### src/rtl/logic_capture_mem_arb_pkg.sv
// ---------------------------------------------------------------------------
// logic_capture_mem_arb_pkg : shared widths and FSM encoding for the arbiter
// Revision: 1.0 - initial release
// ---------------------------------------------------------------------------
`default_nettype none

package logic_capture_mem_arb_pkg;
  localparam int ADDR_W   = 32;
  localparam int DATA_W   = 32;
  localparam int STRB_W   = DATA_W / 8;
  localparam int LEN_W    = 8;
  localparam int REQ_ID_W = 3;
  localparam int OUT_ID_W = 4;

  typedef enum logic [0:0] {
    ARB_IDLE = 1'b0,
    ARB_LOCK = 1'b1
  } arb_state_e;
endpackage

`default_nettype wire

### src/rtl/logic_capture_mem_arb_resp_demux.sv
// ---------------------------------------------------------------------------
// logic_capture_mem_arb_resp_demux : stateless response steering by ID MSB
// Revision: 1.0 - initial release
// ---------------------------------------------------------------------------
`default_nettype none

module logic_capture_mem_arb_resp_demux
  import logic_capture_mem_arb_pkg::*;
#(
  parameter int PAYLOAD_W = 1
) (
  input  logic                 valid_i,
  input  logic                 sel_i,
  input  logic [PAYLOAD_W-1:0] payload_i,
  output logic                 ready_o,
  output logic                 valid0_o,
  output logic                 valid1_o,
  output logic [PAYLOAD_W-1:0] payload_o,
  input  logic                 ready0_i,
  input  logic                 ready1_i
);
  assign valid0_o  = valid_i & ~sel_i;
  assign valid1_o  = valid_i & sel_i;
  assign payload_o = payload_i;
  assign ready_o   = sel_i ? ready1_i : ready0_i;
endmodule

`default_nettype wire

### src/rtl/logic_capture_mem_arb.sv
// ---------------------------------------------------------------------------
// logic_capture_mem_arb : two-requester capture-memory arbiter, atomic bursts
// Revision: 1.0 - initial release
// ---------------------------------------------------------------------------
`default_nettype none

module logic_capture_mem_arb
  import logic_capture_mem_arb_pkg::*;
#(
  parameter bit PRIO_RR = 1'b1
) (
  input  logic                clk_i,
  input  logic                rst_ni,
  input  logic                in0_valid_i,
  input  logic                in0_write_i,
  input  logic [ADDR_W-1:0]   in0_addr_i,
  input  logic [REQ_ID_W-1:0] in0_id_i,
  input  logic [LEN_W-1:0]    in0_len_i,
  input  logic [1:0]          in0_burst_i,
  input  logic [DATA_W-1:0]   in0_wdata_i,
  input  logic [STRB_W-1:0]   in0_wstrb_i,
  output logic                in0_accept_o,
  output logic                in0_bvalid_o,
  output logic [1:0]          in0_bresp_o,
  output logic [REQ_ID_W-1:0] in0_bid_o,
  input  logic                in0_bready_i,
  output logic                in0_rvalid_o,
  output logic [DATA_W-1:0]   in0_rdata_o,
  output logic [1:0]          in0_rresp_o,
  output logic [REQ_ID_W-1:0] in0_rid_o,
  output logic                in0_rlast_o,
  input  logic                in0_rready_i,
  input  logic                in1_valid_i,
  input  logic                in1_write_i,
  input  logic [ADDR_W-1:0]   in1_addr_i,
  input  logic [REQ_ID_W-1:0] in1_id_i,
  input  logic [LEN_W-1:0]    in1_len_i,
  input  logic [1:0]          in1_burst_i,
  input  logic [DATA_W-1:0]   in1_wdata_i,
  input  logic [STRB_W-1:0]   in1_wstrb_i,
  output logic                in1_accept_o,
  output logic                in1_bvalid_o,
  output logic [1:0]          in1_bresp_o,
  output logic [REQ_ID_W-1:0] in1_bid_o,
  input  logic                in1_bready_i,
  output logic                in1_rvalid_o,
  output logic [DATA_W-1:0]   in1_rdata_o,
  output logic [1:0]          in1_rresp_o,
  output logic [REQ_ID_W-1:0] in1_rid_o,
  output logic                in1_rlast_o,
  input  logic                in1_rready_i,
  output logic                out_valid_o,
  output logic                out_write_o,
  output logic [ADDR_W-1:0]   out_addr_o,
  output logic [OUT_ID_W-1:0] out_id_o,
  output logic [LEN_W-1:0]    out_len_o,
  output logic [1:0]          out_burst_o,
  output logic [DATA_W-1:0]   out_wdata_o,
  output logic [STRB_W-1:0]   out_wstrb_o,
  input  logic                out_accept_i,
  input  logic                out_bvalid_i,
  input  logic [1:0]          out_bresp_i,
  input  logic [OUT_ID_W-1:0] out_bid_i,
  output logic                out_bready_o,
  input  logic                out_rvalid_i,
  input  logic [DATA_W-1:0]   out_rdata_i,
  input  logic [1:0]          out_rresp_i,
  input  logic [OUT_ID_W-1:0] out_rid_i,
  input  logic                out_rlast_i,
  output logic                out_rready_o
);
  localparam int B_W = 2 + REQ_ID_W;
  localparam int R_W = DATA_W + 2 + REQ_ID_W + 1;

  arb_state_e       r_state, w_state_nxt;
  logic             r_owner, w_owner_nxt;
  logic [LEN_W-1:0] r_beat_cnt, w_beat_cnt_nxt;
  logic             r_prio, w_prio_nxt;
  logic             r_hold, w_hold_nxt;
  logic             w_grant;
  logic             w_fire;
  logic [REQ_ID_W-1:0] w_id;

  // Owner is frozen while a burst is locked or a presented beat awaits accept.
  always_comb begin
    w_grant = 1'b0;
    if (r_state == ARB_LOCK || r_hold) begin
      w_grant = r_owner;
    end else if (in0_valid_i && in1_valid_i) begin
      w_grant = PRIO_RR ? r_prio : 1'b0;
    end else if (in1_valid_i) begin
      w_grant = 1'b1;
    end
  end

  always_comb begin
    out_valid_o = w_grant ? in1_valid_i : in0_valid_i;
    out_write_o = w_grant ? in1_write_i : in0_write_i;
    out_addr_o  = w_grant ? in1_addr_i  : in0_addr_i;
    out_len_o   = w_grant ? in1_len_i   : in0_len_i;
    out_burst_o = w_grant ? in1_burst_i : in0_burst_i;
    out_wdata_o = w_grant ? in1_wdata_i : in0_wdata_i;
    out_wstrb_o = w_grant ? in1_wstrb_i : in0_wstrb_i;
    w_id        = w_grant ? in1_id_i    : in0_id_i;
  end

  assign out_id_o     = {w_grant, w_id};
  assign w_fire       = out_valid_o & out_accept_i;
  assign in0_accept_o = w_fire & ~w_grant;
  assign in1_accept_o = w_fire & w_grant;

  always_comb begin
    w_state_nxt    = r_state;
    w_owner_nxt    = r_owner;
    w_beat_cnt_nxt = r_beat_cnt;
    w_prio_nxt     = r_prio;
    w_hold_nxt     = r_hold;
    if (w_fire) begin
      w_hold_nxt = 1'b0;
    end else if (out_valid_o && r_state == ARB_IDLE) begin
      w_hold_nxt  = 1'b1;
      w_owner_nxt = w_grant;
    end
    case (r_state)
      ARB_IDLE: begin
        if (w_fire) begin
          if (out_write_o && out_len_o != '0) begin
            w_state_nxt    = ARB_LOCK;
            w_owner_nxt    = w_grant;
            w_beat_cnt_nxt = out_len_o;
          end else begin
            w_prio_nxt = ~w_grant;
          end
        end
      end
      ARB_LOCK: begin
        if (w_fire) begin
          w_beat_cnt_nxt = r_beat_cnt - LEN_W'(1);
          if (r_beat_cnt == LEN_W'(1)) begin
            w_state_nxt = ARB_IDLE;
            w_prio_nxt  = ~w_grant;
          end
        end
      end
      default: w_state_nxt = ARB_IDLE;
    endcase
  end

  always_ff @(posedge clk_i or negedge rst_ni) begin
    if (!rst_ni) begin
      r_state    <= ARB_IDLE;
      r_owner    <= 1'b0;
      r_beat_cnt <= '0;
      r_prio     <= 1'b0;
      r_hold     <= 1'b0;
    end else begin
      r_state    <= w_state_nxt;
      r_owner    <= w_owner_nxt;
      r_beat_cnt <= w_beat_cnt_nxt;
      r_prio     <= w_prio_nxt;
      r_hold     <= w_hold_nxt;
    end
  end

  logic_capture_mem_arb_resp_demux #(.PAYLOAD_W(B_W)) u_b_demux (
    .valid_i   (out_bvalid_i),
    .sel_i     (out_bid_i[OUT_ID_W-1]),
    .payload_i ({out_bresp_i, out_bid_i[REQ_ID_W-1:0]}),
    .ready_o   (out_bready_o),
    .valid0_o  (in0_bvalid_o),
    .valid1_o  (in1_bvalid_o),
    .payload_o ({in0_bresp_o, in0_bid_o}),
    .ready0_i  (in0_bready_i),
    .ready1_i  (in1_bready_i)
  );

  assign in1_bresp_o = in0_bresp_o;
  assign in1_bid_o   = in0_bid_o;

  logic_capture_mem_arb_resp_demux #(.PAYLOAD_W(R_W)) u_r_demux (
    .valid_i   (out_rvalid_i),
    .sel_i     (out_rid_i[OUT_ID_W-1]),
    .payload_i ({out_rdata_i, out_rresp_i, out_rid_i[REQ_ID_W-1:0], out_rlast_i}),
    .ready_o   (out_rready_o),
    .valid0_o  (in0_rvalid_o),
    .valid1_o  (in1_rvalid_o),
    .payload_o ({in0_rdata_o, in0_rresp_o, in0_rid_o, in0_rlast_o}),
    .ready0_i  (in0_rready_i),
    .ready1_i  (in1_rready_i)
  );

  assign in1_rdata_o = in0_rdata_o;
  assign in1_rresp_o = in0_rresp_o;
  assign in1_rid_o   = in0_rid_o;
  assign in1_rlast_o = in0_rlast_o;
endmodule

`default_nettype wire

### config.mk
export PLATFORM = sky130hd
export DESIGN_NAME = logic_capture_mem_arb
export DESIGN_NICKNAME = d
export VERILOG_FILES = /design/src/rtl/logic_capture_mem_arb_pkg.sv /design/src/rtl/logic_capture_mem_arb_resp_demux.sv /design/src/rtl/logic_capture_mem_arb.sv
export SDC_FILE = /design/constraint.sdc
export NUM_CORES = 1
export LEC_CHECK = 0
export BUFFER_PORTS_ARGS = -buffer_cell sky130_fd_sc_hd__buf_2
export CAP_MARGIN = 20
export CELL_PAD_IN_SITES_DETAIL_PLACEMENT = 0
export CELL_PAD_IN_SITES_GLOBAL_PLACEMENT = 2
export CORE_AREA = 2 2 157 159
export DETAILED_ROUTE_END_ITERATION = 8
export DIE_AREA = 0 0 159 161
export GPL_TIMING_DRIVEN = 0
export PLACE_DENSITY_LB_ADDON = 0.1
export SLEW_MARGIN = 20
export SYNTH_ARGS = -nofsm -noshare
export SYNTH_HDL_FRONTEND = slang
export SYNTH_SLANG_ARGS = --single-unit
### constraint.sdc
create_clock -name clk_i -period 2.3 [get_ports clk_i]
set_input_delay 0.46 -clock clk_i [delete_from_list [all_inputs] [get_ports clk_i]]
set_output_delay 0.46 -clock clk_i [all_outputs]
set_load 0.05 [all_outputs]
==> results of run 1 <==
==> cell families after synthesis <==
kind of cell,count (synthesis),share of synthesized area (%)
AOI/OAI and AO/OA,34,8.978
adders and majority gates,2,0.9253
and+or+nand+nor,64,13.19
DFF,12,11.11
muxes,87,37.16
buffers and inverters,108,28.64
==> repair_timing <==
action	4_1_cts	5_1_grt
setup endpoints to repair	83	90
setup buffers	13	7
cloned	0	1
gates resized for setup	195	49
pin swaps	3	4
==> state kept, by name, summed over array words and instances, names as in the netlist <==
name        count
r_hold          1
r_beat_cnt      8
r_prio          1
r_state         1
r_owner         1
==> per-layer routing <==
| layer | global-route usage, % | wire, um | vias up |
|---|---|---|---|
| met5 | 0 | 74 | - |
| met4 | 1.446 | 168 | 12 |
| met3 | 4.956 | 1522 | 20 |
| met2 | 25.28 | 9832 | 169 |
| met1 | 12.69 | 6053 | 1672 |
| li1 | - | - | 1772 |
==> worst max-delay path: stages (launching register included) <==
cell     delay (ns)
dfrtp_1        0.40
o21a_1         0.22
a31oi_4        0.21
buf_6          0.16
buf_12         0.14
buf_8          0.13
buf_12         0.10
mux2_4         0.30
buf_8          0.15
==> layout make-up <==
cell class	count	area, um^2	share of cell area (%)
multi-input combinational	188	1723	29.19
antenna	4	10.01	0.1696
inverter	5	21.27	0.3603
timing repair buffer	373	2510	42.52
tap	324	405.4	6.867
clock buffer	4	88.84	1.505
sequential	12	300.3	5.087
buffer	102	844.6	14.31
==> stage by stage <==
stage               util (%)  TNS [ns]  total power, W
finish                 24.63    -12.79        0.005962
global route           24.61    -18.48        0.006223
CTS                    23.87    -14.89        0.005905
detailed placement     20.39    -30.17        0.004583
global placement       20.39    -28.33        0.004595
floorplan                  -  -0.07670        0.003562
==> power groups by stage <==
stage | sequential, W | clock (W) | combinational (W)
after floorplan | 0.000313 | 0 | 0.00325
after global placement | 0.000334 | 0 | 0.00426
after detailed placement | 0.000336 | 0 | 0.00425
after CTS | 0.000331 | 0.000380 | 0.00519
after global routing | 0.000341 | 0.000389 | 0.00549
final | 0.000331 | 0.000374 | 0.00526
==> placed cells by master (no fill, tap or decap), types with 4 or more instances in the layout <==
cell type,synthesis,final
nor4_1,9,9
nor3_1,7,7
and2_1,5,5
mux2_2,81,68
a21oi_1,8,8
diode_2,0,4
buf_12,0,6
dfrtp_1,12,12
inv_1,4,4
buf_4,93,103
buf_2,4,272
o21ai_0,7,7
and3_1,4,4
buf_8,0,17
mux2_4,4,17
buf_6,2,74
nor2_1,18,16
nand3_1,6,6
==> worst max path at each step <==
stage	slack, ns	cells after the start	start	to
after global placement	-0.47	8	in0_valid_i	out_wstrb_o[1]
after detailed placement	-0.51	8	in0_valid_i	out_wdata_o[30]
final	-0.22	8	r_state	out_burst_o[1]
after global routing	-0.29	8	r_state	out_burst_o[1]
after CTS	-0.25	8	r_hold	out_burst_o[1]
after floorplan	-0.08	6	r_state	r_owner
==> impl_metrics.env, run 1 <==
export IMPL_pwr_share_seq_pct=5.6
export IMPL_whs_ns=0.1104
export IMPL_pwr_share_clk_pct=6.3
export IMPL_setup_violations=81
export IMPL_arrival_ns=2.06
export IMPL_critPathCaptureType="output pin"
export IMPL_ys_seq_elements=12
export IMPL_period_share_pct=109.4
export IMPL_cts_buffer_depth=2
export IMPL_combPwrFrac_pct=88.2
export IMPL_intPower_w=0.002690
export IMPL_drt_pass1_iterations=4
export IMPL_critPathKind="flop to output pin"
export IMPL_ys_top_cells_by_count="buf_4, mux2_2, nor2_1"
export IMPL_numPortBuffers=354
export IMPL_yosysTopAreaCell="mux2_2"
export IMPL_area_delta_synth_final_pct=118.3
export IMPL_cts_tree="done"
export IMPL_cts_hold_buf=0
export IMPL_die_width_um=159
export IMPL_fin_ws_ns=-0.2168
export IMPL_grt_pass1_vias=3767
export IMPL_cts_root_buf="clkbuf_16"
export IMPL_drc=0
export IMPL_clock_sinks=12
export IMPL_min_period_ns=2.517
export IMPL_drv_cap=0
export IMPL_post_place_ws_ns=-0.5079
export IMPL_cts_buffers=3
export IMPL_wl_per_cell_um=17.44
export IMPL_yosysTopAreaCellShare_pct=33.73
export IMPL_grt_first_pass_wirelength_um=24610
export IMPL_drive_above_1_share_pct=83.77
export IMPL_num_io_pins=398
export IMPL_start_kind="flop"
export IMPL_post_dp_cell_area_um2=4886
export IMPL_violations="negative setup slack"
export IMPL_synth_edf_count=0
export IMPL_ant_nets=0
export IMPL_rr_worst_depth=8
export IMPL_min_delay_path_class="input pin to async pin"
export IMPL_grt_overflow=0
export IMPL_skew_ns=0.002332
export IMPL_die_area_um2=25600
export IMPL_worstMarginPinSlew_ns=0.6329
export IMPL_fmax_mhz=397.3
export IMPL_start_util_pct=11.28
export IMPL_cp_max_fo=6
export IMPL_grt_max_degree=13
export IMPL_grt_setup_unrepaired="yes"
export IMPL_ys_async_sr_fraction_pct=100.0
export IMPL_outcome="finished, violations left"
export IMPL_slew_violations=0
export IMPL_post_dp_hpwl_um=15420
export IMPL_slew_limit_headroom_pct=57.43
export IMPL_avgViaCountPerCell=3.602
export IMPL_syn_area_um2=2704
export IMPL_die_h_um=161
export IMPL_gp_congestion=0.7541
export IMPL_power_switching_w=0.003271
export IMPL_nets=907
export IMPL_syn_area_per_cell_um2=8.807
export IMPL_syn_nets=529
export IMPL_syn_inst=307
export IMPL_power_density_nw_per_um2=1010
export IMPL_fillers=2723
export IMPL_synthMostInstantiatedCell="buf_4"
export IMPL_yosysWarnings=0
export IMPL_cts_max_level=1
export IMPL_sw_frac_of_total_pct=54.87
export IMPL_num_rows=57
export IMPL_via_count=3645
export IMPL_r2r_start="r_state"
export IMPL_p_leak_nw=3.054
export IMPL_dpl_cell_count=985
export IMPL_ys_types=45
export IMPL_worst_ir_drop_vdd_v=0.0004012
export IMPL_synthFlopType="dfrtp_1"
export IMPL_wirelength_um=17650
export IMPL_yosysSeqAreaShare_pct=11.11
export IMPL_finalInstanceArea_um2=5903
export IMPL_r2r_end="r_beat_cnt[7]"
export IMPL_antenna_found_initial=10
export IMPL_stdcell_count=1012
export IMPL_required_ns=1.84
export IMPL_core_area_um2=23960
export IMPL_grt_use_total_pct=12.67
export IMPL_clock_latency_ns=0.25
export IMPL_clkTransAtPathRegs_ns=0.05
export IMPL_synth_area_leaders="mux2_2, buf_4, dfrtp_1"
export IMPL_first_iter_violations=93
export IMPL_rrSetupSlack_ns=0.04
export IMPL_finalHoldViolCount=0
Note: power is estimated with default switching activity, not from simulation.
==> run 2, diff against run 1 <==
Clock period 2.3 ns to 2.4 ns, I/O delays scaled along.
==> run 2 against run 1 <==
  * Sequential cell count is the same
  * Routed wire length shrank 2.8%
  * The flow still finishes with violations (negative setup slack)
  * Non-clock buffer count shrank 7
  * Critical path type unchanged
  * Highest routed layer is now met4
  * Via count shrank 0.60%
  * Cell count shrank 0.79%
==> impl_metrics.env, run 2 (synthesis results as in run 1) <==
export IMPL_outcome="finished, violations left"
export IMPL_violations="negative setup slack"
export IMPL_nets=899
export IMPL_avgViaCountPerCell=3.609
export IMPL_grt_use_total_pct=12.30
export IMPL_slew_violations=0
export IMPL_critPathCaptureType="output pin"
export IMPL_cts_max_level=1
export IMPL_clkTransAtPathRegs_ns=0.05
export IMPL_post_dp_hpwl_um=15200
export IMPL_crit_top_cell="buf_12"
export IMPL_drc=0
export IMPL_fin_tns_setup_ns=-6.731
export IMPL_die_width_um=159
export IMPL_required_ns=1.92
export IMPL_min_period_ns=2.528
export IMPL_via_count=3623
export IMPL_worst_path_largest_cell_delay_ns=0.38
export IMPL_drt_pass1_iterations=7
export IMPL_path_cells="o21a_1 -> a31oi_4 -> buf_12 -> buf_12 -> buf_12 -> mux2_2 -> buf_6"
export IMPL_area_delta_synth_final_pct=114.7
export IMPL_fmax_mhz=395.6
export IMPL_fillers=2698
export IMPL_start_util_pct=11.28
export IMPL_cp_max_fo=10
export IMPL_ant_nets=0
export IMPL_mostFrequentLayoutCells="buf_2, buf_4, mux2_2"
export IMPL_p_leak_nw=3.020
export IMPL_layout_commonest_cell="buf_2"
export IMPL_grt_overflow=0
export IMPL_worstMarginPinSlew_ns=0.5529
export IMPL_grt_max_degree=13
export IMPL_whs_ns=0.1393
export IMPL_antenna_found_initial=4
export IMPL_r2r_start="r_beat_cnt[0]"
export IMPL_die_area_um2=25600
export IMPL_finalInstanceArea_um2=5806
export IMPL_num_io_pins=398
export IMPL_largest_reg_flops=8
export IMPL_core_area_um2=23960
export IMPL_setup_violations=73
export IMPL_die_h_um=161
export IMPL_wirelength_um=17160
export IMPL_cts_buffer_depth=2
export IMPL_critPathKind="flop to output pin"
export IMPL_slew_limit_headroom_pct=63.14
export IMPL_clock_latency_ns=0.25
export IMPL_worst_ir_drop_vdd_v=0.0002789
export IMPL_min_delay_path_class="input pin to async pin"
export IMPL_num_rows=57
export IMPL_drv_cap=0
export IMPL_post_dp_cell_area_um2=4883
export IMPL_start_kind="flop"
export IMPL_fin_ws_ns=-0.1281
export IMPL_r2r_end="r_beat_cnt[4]"
export IMPL_period_share_pct=105.3
export IMPL_drive_above_1_share_pct=83.43
export IMPL_largest_register="r_beat_cnt"
export IMPL_rrSetupSlack_ns=0.20
export IMPL_cts_root_buf="clkbuf_16"
export IMPL_finalCoreUtilization_pct=24.23
export IMPL_grt_setup_unrepaired="yes"
export IMPL_grt_first_pass_wirelength_um=23630
export IMPL_grt_pass1_vias=3701
export IMPL_numPortBuffers=354
export IMPL_cts_buffers=3
export IMPL_finalHoldViolCount=0
export IMPL_cts_tree="done"
export IMPL_gp_congestion=0.8153
export IMPL_skew_ns=0.001895
export IMPL_power_density_nw_per_um2=969.3
export IMPL_arrival_ns=2.05
export IMPL_rr_worst_depth=7
export IMPL_clock_sinks=12
export IMPL_wl_per_cell_um=17.09
export IMPL_first_iter_violations=110
export IMPL_crit_slowest_cell="dfrtp_1"
export IMPL_power_w=0.005627
## run 2: cell types whose count changed in the layout (fill, tap and decap cells not counted), moves of 3 or more
cell    previous run  this run
buf_12             6         9
buf_4            103       108
buf_8             17        12
buf_6             74        62
## run 2: area by class of cell
type	count	area (um^2)	area share, %
clock buffer	4	88.84	1.530
sequential	12	300.3	5.172
timing repair buffer	365	2411	41.53
tap	324	405.4	6.983
antenna	4	10.01	0.1724
buffer	103	869.6	14.98
multi-input combinational	187	1702	29.31
inverter	5	18.77	0.3233
## run 2: metal layers
metal | wire, um | track usage, % | up-vias | part of all wire [%]
li1 | - | - | 1753 | -
met4 | 325 | 3.140 | 0 | 1.9
met5 | 0 | 0 | - | 0
met2 | 9526 | 24.47 | 199 | 56
met1 | 6245 | 13.13 | 1659 | 36
met3 | 1064 | 2.465 | 12 | 6.2
## run 2: worst max path at each step
| stage | from | endpoint | cells past startpoint |
|---|---|---|---|
| floorplan | r_state | in1_accept_o | 5 |
| global placement | in0_valid_i | out_wdata_o[27] | 8 |
| detailed placement | in0_valid_i | out_wdata_o[27] | 8 |
| CTS | r_state | out_wdata_o[5] | 7 |
| global route | r_hold | out_burst_o[0] | 7 |
| finish | r_hold | out_wdata_o[21] | 7 |
## run 2: what timing repair did
item / 4_1_cts / 5_1_grt
endpoints found under the setup margin: 83 / 83
setup buffers: 7 / 3
hold buffers: 0 / 0
resized for setup: 210 / 6
hold endpoints to repair: 0 / 0
pin swaps: 1 / 4
cloned: 0 / 1
## run 2: critical path, delay by kind of cell (launching register included)
family / cells / cell delay (ns)
AOI/OAI and AO/OA: 2 / 0.45
buffers and inverters: 4 / 0.60
DFF: 1 / 0.38
muxes: 1 / 0.36
## run 2: power breakdown
part           leakage (nW)  switching [W]  total (W)  internal, W
logic                  2.84        0.00289    0.00495      0.00206
registers             0.140      0.0000666   0.000316     0.000249
clock network        0.0442       0.000106   0.000359     0.000253
total                  3.02        0.00306    0.00563      0.00257
## run 2: stage by stage
step / std cells / setup slack [ns]
finish: 1004 / -0.1281
global route: 1004 / -0.2084
CTS: 996 / -0.1716
detailed placement: 985 / -0.4717
global placement: 985 / -0.4456
floorplan: 307 / 0.009356
==> run 3, diff against run 2 <==
Settings changed: RECOVER_POWER set to 25.
==> run 3 against run 2 <==
  * The flow still finishes with violations (negative setup slack)
  * Core utilization fell by 0.099 points
  * Fmax hardly changed
  * Largest power group unchanged
  * Final area is 0.41% lower
  * Setup slack about the same
  * First-iteration DRC count rose by 3.6%
  * Critical path depth unchanged
  * Non-clock buffer count unchanged
  * Sequential power is essentially flat
  * Global-route usage unchanged
  * Largest cell class unchanged
  * Sequential share of layout area about the same
  * Sequential cell count unchanged
  * Critical endpoint unchanged
==> impl_metrics.env, run 3 (synthesis results as in run 1) <==
export IMPL_outcome="finished, violations left"
export IMPL_violations="negative setup slack"
export IMPL_avgViaCountPerCell=3.618
export IMPL_num_io_pins=398
export IMPL_layout_commonest_cell="buf_2"
export IMPL_p_leak_nw=2.967
export IMPL_mostFrequentLayoutCells="buf_2, buf_4, mux2_2"
export IMPL_wl_met2_um=9536
export IMPL_cts_buffers=3
export IMPL_stdcell_count=1004
export IMPL_slew_limit_headroom_pct=42.17
export IMPL_via_count=3632
export IMPL_die_width_um=159
export IMPL_fmax_mhz=395.6
export IMPL_cts_max_level=1
export IMPL_crit_slowest_cell="dfrtp_1"
export IMPL_cp_max_fo=10
export IMPL_power_density_nw_per_um2=972.5
export IMPL_grt_first_pass_wirelength_um=23630
export IMPL_min_period_ns=2.528
export IMPL_num_rows=57
export IMPL_worst_ir_drop_vdd_v=0.0002789
export IMPL_grt_pass1_vias=3701
export IMPL_min_delay_path_class="input pin to async pin"
export IMPL_required_ns=1.92
export IMPL_first_iter_violations=114
export IMPL_antenna_found_initial=4
export IMPL_cts_buffer_depth=2
export IMPL_largest_reg_flops=8
export IMPL_critPathKind="flop to output pin"
export IMPL_start_kind="flop"
export IMPL_arrival_ns=2.05
export IMPL_drt_pass1_iterations=7
export IMPL_wl_per_cell_um=17.10
export IMPL_area_delta_synth_final_pct=113.8
export IMPL_setup_violations=73
export IMPL_r2r_start="r_beat_cnt[0]"
export IMPL_ant_nets=0
export IMPL_numPortBuffers=354
export IMPL_clock_sinks=12
export IMPL_critPathCaptureType="output pin"
export IMPL_cts_tree="done"
export IMPL_cts_root_buf="clkbuf_16"
export IMPL_whs_ns=0.3227
export IMPL_post_dp_cell_area_um2=4883
export IMPL_fin_ws_ns=-0.1280
export IMPL_grt_max_degree=13
export IMPL_die_h_um=161
export IMPL_period_share_pct=105.3
export IMPL_dpl_cell_count=985
export IMPL_skew_ns=0.001897
export IMPL_top_layer="met4"
export IMPL_worstMarginPinSlew_ns=0.8675
export IMPL_path_cells="o21a_1 -> a31oi_4 -> buf_12 -> buf_12 -> buf_12 -> mux2_2 -> buf_6"
export IMPL_drc=0
export IMPL_r2r_end="r_beat_cnt[4]"
export IMPL_largest_register="r_beat_cnt"
export IMPL_worst_path_largest_cell_delay_ns=0.38
export IMPL_slew_violations=0
export IMPL_cts_hold_buf=0
export IMPL_grt_use_total_pct=12.30
export IMPL_post_dp_hpwl_um=15200
export IMPL_rrSetupSlack_ns=0.20
export IMPL_grt_overflow=0
export IMPL_wirelength_um=17160
export IMPL_die_area_um2=25600
export IMPL_rr_worst_depth=7
export IMPL_finalHoldViolCount=0
export IMPL_drv_cap=0
export IMPL_clkTransAtPathRegs_ns=0.05
export IMPL_finalInstanceArea_um2=5782
export IMPL_grt_setup_unrepaired="yes"
export IMPL_clock_latency_ns=0.25
export IMPL_core_area_um2=23960
export IMPL_start_util_pct=11.28
export IMPL_dr_wl_met3_um=1046
export IMPL_met1_length_um=6256
export IMPL_crit_top_cell="buf_12"
export IMPL_nets=899
export IMPL_fillers=2701
export IMPL_drive_above_1_share_pct=80.62
export IMPL_gp_congestion=0.8153
## run 3: cell types whose count changed in the layout (fill, tap and decap cells not counted), sizes merged
cell	previous run	this run
buf	463	444
clkbuf	9	28
## run 3: power by group
part           leakage [nW]  switching [W]  internal, W
registers             0.140      0.0000666     0.000249
clock network        0.0442       0.000106     0.000253
logic                  2.78        0.00289      0.00206
total                  2.97        0.00306      0.00256
## run 3: stage by stage
step | TNS (ns) | total power [W] | util [%] | worst slack, ns
finish | -6.726 | 0.005623 | 24.13 | -0.1280
global route | -13.09 | 0.005874 | 24.13 | -0.2084
CTS | -9.892 | 0.005620 | 23.89 | -0.1716
detailed placement | -26.80 | 0.004329 | 20.38 | -0.4717
global placement | -25.74 | 0.004332 | 20.38 | -0.4456
floorplan | 0 | 0.003411 | - | 0.009356
## run 3: critical path: cells and delay by family (launching register included)
family          cells  cell delay, ns
buf+inv             4            0.60
compound gates      2            0.45
flops               1            0.38
mux                 1            0.36
## run 3: metal layers
metal	up-vias	track usage, %
met5	-	0
met4	0	3.140
met2	199	24.47
met1	1668	13.13
met3	12	2.465
li1	1753	-
## run 3: worst max path at each step
stage / start / to / slack [ns] / cells past startpoint
after global routing: r_hold / out_burst_o[0] / -0.21 / 7
after global placement: in0_valid_i / out_wdata_o[27] / -0.45 / 8
after floorplan: r_state / in1_accept_o / 0.009 / 5
final: r_hold / out_wdata_o[21] / -0.13 / 7
after detailed placement: in0_valid_i / out_wdata_o[27] / -0.47 / 8
after CTS: r_state / out_wdata_o[5] / -0.17 / 7
## run 3: layout make-up
type,instances,area [um^2],area share [%]
antenna,4,10.01,0.1731
buffer,103,869.6,15.04
clock buffer,4,88.84,1.536
inverter,5,18.77,0.3246
multi-input combinational,187,1702,29.43
sequential,12,300.3,5.194
tap,324,405.4,7.011
timing repair buffer,365,2387,41.29
## run 3: what timing repair did
item                                    in CTS  in global routing
hold endpoints to repair                     0                  0
gates resized for setup                    210                  6
cloned                                       0                  1
buffers inserted                             7                  3
pin swaps                                    1                  4
endpoints found under the setup margin      83                 83
